==> src/rtl/tempo_pkg.sv <==
// Shared definitions for the tempo sequencer: FSM state encoding, load-sequence
// length, tempo width and the tempo clamp helper.
package tempo_pkg;

    localparam int BPM_W       = 8;
    localparam int LOAD_CYCLES = 3;

    typedef enum logic [1:0] {
        ST_IDLE,
        ST_RUN,
        ST_WAIT_BAR,
        ST_LOAD
    } state_t;

    function automatic logic [BPM_W-1:0] clamp_bpm(
        input logic [BPM_W-1:0] value,
        input logic [BPM_W-1:0] lo,
        input logic [BPM_W-1:0] hi
    );
        if (value < lo)
            return lo;
        else if (value > hi)
            return hi;
        else
            return value;
    endfunction

endpackage

==> src/rtl/tempo_sequencer_step_counter.sv <==
// Turns half-beat ticks into eighth-note step indices, with step/downbeat pulses
// one cycle after the tick. The first tick after priming is cleared lands on step 0.
module step_counter #(
    parameter int STEPS_PER_BAR = 8
) (
    input  logic                             clk,
    input  logic                             reset,
    input  logic                             tick,
    input  logic                             enable,
    input  logic                             clear_primed,
    output logic [$clog2(STEPS_PER_BAR)-1:0] step_idx,
    output logic                             step_pulse,
    output logic                             downbeat,
    output logic                             bar_wrap
);

    localparam int STEP_W = $clog2(STEPS_PER_BAR);

    logic              primed;
    logic [STEP_W-1:0] next_idx;

    assign next_idx = primed ? step_idx + 1'b1 : '0;

    // A processed tick that lands on step 0 marks the bar boundary.
    assign bar_wrap = enable && tick && !clear_primed && (next_idx == '0);

    // Clearing the primed flag wins over a coincident tick, which is dropped.
    always_ff @(posedge clk) begin
        if (!reset) begin
            step_idx   <= '0;
            step_pulse <= 1'b0;
            downbeat   <= 1'b0;
            primed     <= 1'b0;
        end else begin
            step_pulse <= 1'b0;
            downbeat   <= 1'b0;
            if (clear_primed) begin
                primed <= 1'b0;
            end else if (enable && tick) begin
                primed     <= 1'b1;
                step_idx   <= next_idx;
                step_pulse <= 1'b1;
                downbeat   <= (next_idx == '0);
            end
        end
    end

endmodule

==> src/rtl/tempo_sequencer.sv <==
// Tempo request handshake, clamp and 3-cycle generator load sequence, plus step counting.
// Define QUANTIZE_TEMPO_EN to defer tempo changes made while running to the next bar.
module tempo_sequencer
    import tempo_pkg::*;
#(
    parameter int STEPS_PER_BAR = 8,
    parameter int MIN_BPM       = 30,
    parameter int MAX_BPM       = 240,
    parameter int RESET_BPM     = 120
) (
    input  logic                             clk,
    input  logic                             reset,
    input  logic                             run,
    input  logic [BPM_W-1:0]                 bpm_req,
    input  logic                             bpm_req_valid,
    output logic                             bpm_req_ready,
    input  logic                             tick_in,
    output logic [BPM_W-1:0]                 gen_bpm,
    output logic                             gen_load_bpm,
    output logic                             gen_go,
    output logic [$clog2(STEPS_PER_BAR)-1:0] step_idx,
    output logic                             step_pulse,
    output logic                             downbeat,
    output logic                             busy
);

    state_t           state;
    state_t           next_state;
    logic [1:0]       load_cnt;
    logic [BPM_W-1:0] pend_bpm;
    logic [BPM_W-1:0] req_clamped;
    logic [BPM_W-1:0] load_val;
    logic             accept;
    logic             load_start;
    logic             defer;
    logic             resync;
    logic             bar_wrap;
    logic             count_en;

    assign req_clamped = clamp_bpm(bpm_req, BPM_W'(MIN_BPM), BPM_W'(MAX_BPM));
    assign accept      = bpm_req_valid && bpm_req_ready;
    assign count_en    = ((state == ST_RUN) || (state == ST_WAIT_BAR)) && run;

    always_comb begin
        next_state    = state;
        load_start    = 1'b0;
        load_val      = req_clamped;
        defer         = 1'b0;
        resync        = 1'b0;
        bpm_req_ready = (state == ST_IDLE) || (state == ST_RUN);
        busy          = (state == ST_WAIT_BAR) || (state == ST_LOAD);
        gen_load_bpm  = (state == ST_LOAD);
        gen_go        = (state == ST_RUN) || (state == ST_WAIT_BAR);
        case (state)
            ST_IDLE: begin
                if (accept) begin
                    next_state = ST_LOAD;
                    load_start = 1'b1;
                end else if (run) begin
                    next_state = ST_RUN;
                end
            end
            ST_RUN: begin
                if (accept) begin
`ifdef QUANTIZE_TEMPO_EN
                    next_state = ST_WAIT_BAR;
                    defer      = 1'b1;
`else
                    next_state = ST_LOAD;
                    load_start = 1'b1;
                    resync     = 1'b1;
`endif
                end else if (!run) begin
                    next_state = ST_IDLE;
                end
            end
            ST_WAIT_BAR: begin
                if (!run || bar_wrap) begin
                    next_state = ST_LOAD;
                    load_start = 1'b1;
                    load_val   = pend_bpm;
                end
            end
            ST_LOAD: begin
                if (load_cnt == 2'(LOAD_CYCLES - 1))
                    next_state = run ? ST_RUN : ST_IDLE;
            end
            default: next_state = ST_IDLE;
        endcase
    end

    // gen_bpm takes its new value on the edge entering LOAD so it is stable throughout the load.
    always_ff @(posedge clk) begin
        if (!reset) begin
            state    <= ST_IDLE;
            load_cnt <= '0;
            gen_bpm  <= BPM_W'(RESET_BPM);
            pend_bpm <= BPM_W'(RESET_BPM);
        end else begin
            state    <= next_state;
            load_cnt <= (state == ST_LOAD) ? load_cnt + 2'd1 : 2'd0;
            if (load_start)
                gen_bpm <= load_val;
            if (defer)
                pend_bpm <= req_clamped;
        end
    end

    step_counter #(
        .STEPS_PER_BAR (STEPS_PER_BAR)
    ) u_step_counter (
        .clk          (clk),
        .reset        (reset),
        .tick         (tick_in),
        .enable       (count_en),
        .clear_primed (!run || resync),
        .step_idx     (step_idx),
        .step_pulse   (step_pulse),
        .downbeat     (downbeat),
        .bar_wrap     (bar_wrap)
    );

endmodule

==> config.mk <==
export PLATFORM = sky130hd
export DESIGN_NAME = tempo_sequencer
export DESIGN_NICKNAME = d
export VERILOG_FILES = /design/src/rtl/tempo_pkg.sv /design/src/rtl/tempo_sequencer_step_counter.sv /design/src/rtl/tempo_sequencer.sv
export SDC_FILE = /design/constraint.sdc
export NUM_CORES = 1
export LEC_CHECK = 0
export ABC_AREA = 1
export CORE_UTILIZATION = 41
export CTS_CLUSTER_SIZE = 8
export DETAILED_ROUTE_END_ITERATION = 16
export MAX_ROUTING_LAYER = met4
export PLACE_DENSITY_LB_ADDON = 0.1
export RECOVER_POWER = 100
export SLEW_MARGIN = 20
export SYNTH_ARGS = -nofsm -noshare
export SYNTH_HDL_FRONTEND = slang
export SYNTH_SLANG_ARGS = --single-unit
==> constraint.sdc <==
create_clock -name clk -period 1.66 [get_ports clk]
set_input_delay 0.332 -clock clk [delete_from_list [all_inputs] [get_ports clk]]
set_output_delay 0.332 -clock clk [all_outputs]
set_load 0.01 [all_outputs]
==> impl_results.md, run 1 <==
- Clock-pin slew on the worst setup and hold paths: roughly 0.10 ns
- Clock insertion delay at the later pin of the skew report: approximately 0.3 ns
- Die area: between 2000 and 3000 um2
- Post-Synthesis Cells: ~150
- # clock sinks: 18
- Most common cell after layout, fill and taps aside: nand2_1
- IO buf count: 29
- Area grow syn2layout: 60.05%
- Final instance area: 1594 um2
- Layout cells sized above 1: approximately 25%
- Unique masters post-synth: 19
- Power Density: around 1100 nW/um2
- Starting Density: 44.17%
- Core area: 2255 um2
- WHS: 0.4237 ns
- Worst path required time: 1.33 ns
- Rel. slew slack: between 70% and 80%
- Clock Root Buffer: clkbuf_4
- Max stage delay on crit path: around 0.4 ns
- Total CTS buffers: 3
- I/O pin total: 30
- Max-slew violation count: 0
- 1st-pass router iterations: 4
- NumNets Final: roughly 220
- DPL Wire Length: slightly below 2 mm
- Startpoint Class: flip-flop
- RSZ-0062 raised after global routing: yes
- Mapped Area: 996.0 um2
- Period utilization: around 100%
- Status: completed
- Iteration-0 DRC Markers: 7
- Area of the multi-input gates: roughly 620 um2
- Final min period: roughly 1.7 ns
- Seq/Total Area, Yosys: roughly 36%
- Syn Nets: between 150 and 200
- Vias in the first global route: about 1.0k
- Post-Place Cells: between 200 and 250
- YS warnings: 0
- Fmax: roughly 600 MHz
- DR vias: about 1.1k
- Crit path cell chain: inv_4 -> ha_4 -> or2_2 -> buf_6
- Fillers: 205
- CTS Buffer Depth: 2
- Final wirelength: 2.629 mm
- Endpoints failing setup: 0
- Residual DRC: 0
- Avg Cell Area, Syn: about 6.9 um2
- Critical path endpoint category: primary output
- DR vias/cell: 4.846
- GR Overflow Total: 0
- TritonCTS clock tree: built
- Critical-path maximum fanout: 4
- Maximum vdd drop: 0.7317 mV
- Die H: slightly above 50 um
- FP Rows: 17
- First-pass GRT wire length: ~4.3 mm
- CP Data Arrival Time: approximately 1.3 ns
- FF/Latch Area: around 370 um2
- Fin cells: 227
- Post-synthesis register bit count: 18
- Placed cell areas: 1455 um2
- GPL Wtd Cong: approximately 0.84
- Max Cap Viol: 0
- Setup CP Type: flip-flop to primary output
- Htree depth: 1
- Width of the die: 51.29 um
- WL per Instance: about 12 um
- Most frequent cells in the layout: nand2_1, buf_4, clkdlybuf4s50_1, nor2_1, dfxtp_1
- # diodes: 0
- Hold Vio Cnt, Final: 0
- Worst min path class: flip-flop to flip-flop
- Largest net degree at the start of global routing: 10
- Initial antenna violation count: 0
- Slew of the pin with the lowest slew margin: around 0.35 ns
- Leakage: just under 0.8 nW
- Total track usage: a little under a quarter
- Antenna Nets Post-Route: 0
- Slowest-stage cell, CP: dfxtp_4
- Clk_skew: 0.008098 ns
[state kept, by name, indices dropped and copies added (netlist names)]
| signal | cells |
|---|---|
| u_step_counter.primed | 1 |
| u_step_counter.downbeat | 1 |
| state | 2 |
| gen_bpm | 8 |
| u_step_counter.step_pulse | 1 |
| load_cnt | 2 |
| u_step_counter.step_idx | 3 |
[through the flow]
step           TNS, ns  setup slack [ns]  utilization [%]  power [mW]
2_1_floorplan        0          0.004628                -      0.9918
3_3_place_gp   -0.5444          -0.07772            64.54       1.342
3_5_place_dp   -0.8037           -0.1260            64.54       1.364
4_1_cts              0          0.001791            68.37       1.626
5_1_grt        -0.6388          -0.09401            70.70       1.811
6_report             0          0.001320            70.70       1.690
[Yosys cell counts, drive strengths merged]
cell    number  area (um2)
a211oi       1       7.510
a21oi       11       58.81
clkbuf       1       7.510
dfxtp       18       360.4
ha           7       87.58
inv         19       71.31
nand2       41       178.9
nand3       16       85.08
nor2        20       82.58
nor3         5       25.02
o21ai        5       25.02
or2          1       6.260
[kinds of logic after synthesis]
group | Yosys count | synth area share, %
AOI/OAI and AO/OA | 17 | 9.171
adders and majority gates | 7 | 8.794
buffers and inverters | 20 | 7.914
DFF | 18 | 36.18
and+or+nand+nor | 83 | 37.94
[worst max-delay path: cells and delay by family, from the launching register on]
kind                       cells  cell delay, ns
and+or+nand+nor                1            0.29
DFF                            1            0.40
buffers and inverters          2            0.18
adders and majority gates      1            0.15
[timing repair]
item	CTS	global route
gates resized for setup	20	12
buffers inserted	5	1
hold buffers	0	0
endpoints found under the setup margin	12	10
pin swaps	9	9
[final cells by class]
class / count / area share [%]
multi-input cells: 107 / 39.17
repair buffers: 52 / 29.36
flip-flops and latches: 18 / 22.92
inverters: 19 / 4.945
well taps: 28 / 2.198
clock buffers: 3 / 1.413
[routing by layer]
| layer | share of wire [%] | vias up | global-route usage, % |
|---|---|---|---|
| li1 | - | 573 | - |
| met1 | 44 | 491 | 26.71 |
| met2 | 50 | 28 | 36.62 |
| met3 | 4.0 | 8 | 4.464 |
| met4 | 2.1 | 0 | 10.81 |
| met5 | 0 | - | - |
[where the power goes]
part | total [mW] | switching [mW] | internal, mW | leakage, nW
combinational | 0.895 | 0.443 | 0.452 | 0.613
clock | 0.219 | 0.134 | 0.0846 | 0.0138
sequential | 0.576 | 0.0586 | 0.517 | 0.149
total | 1.69 | 0.636 | 1.05 | 0.775
[path summary, 6_finish.rpt]
check	from	to	slack, ns	depth (start not counted)
max	state[0]	bpm_req_ready	0.001	4
min	load_cnt[0]	load_cnt[0]	0.42	1
max reg2reg	state[1]	gen_bpm[5]	0.03	13
min reg2reg	load_cnt[0]	load_cnt[0]	0.42	1
Power figures use the tool's default switching activity.
==> run 2, diff against run 1 <==
--- a/config.mk
+++ b/config.mk
@@ -6,6 +6,7 @@
 export NUM_CORES = 1
 export LEC_CHECK = 0
 export ABC_AREA = 1
+export ABC_CLOCK_PERIOD_IN_PS = 1660
 export CORE_UTILIZATION = 41
 export CTS_CLUSTER_SIZE = 8
 export DETAILED_ROUTE_END_ITERATION = 16
==> results of run 2 <==
Final layout, timing and power as in run 1 (identical DEF).
==> run 3, diff against run 2 <==
--- a/config.mk
+++ b/config.mk
@@ -8,6 +8,7 @@
 export ABC_AREA = 1
 export ABC_CLOCK_PERIOD_IN_PS = 1660
 export CORE_UTILIZATION = 41
+export CTS_CLUSTER_DIAMETER = 100
 export CTS_CLUSTER_SIZE = 8
 export DETAILED_ROUTE_END_ITERATION = 16
 export MAX_ROUTING_LAYER = met4
==> results of run 3 <==
Final layout, timing and power as in run 1 (identical DEF).
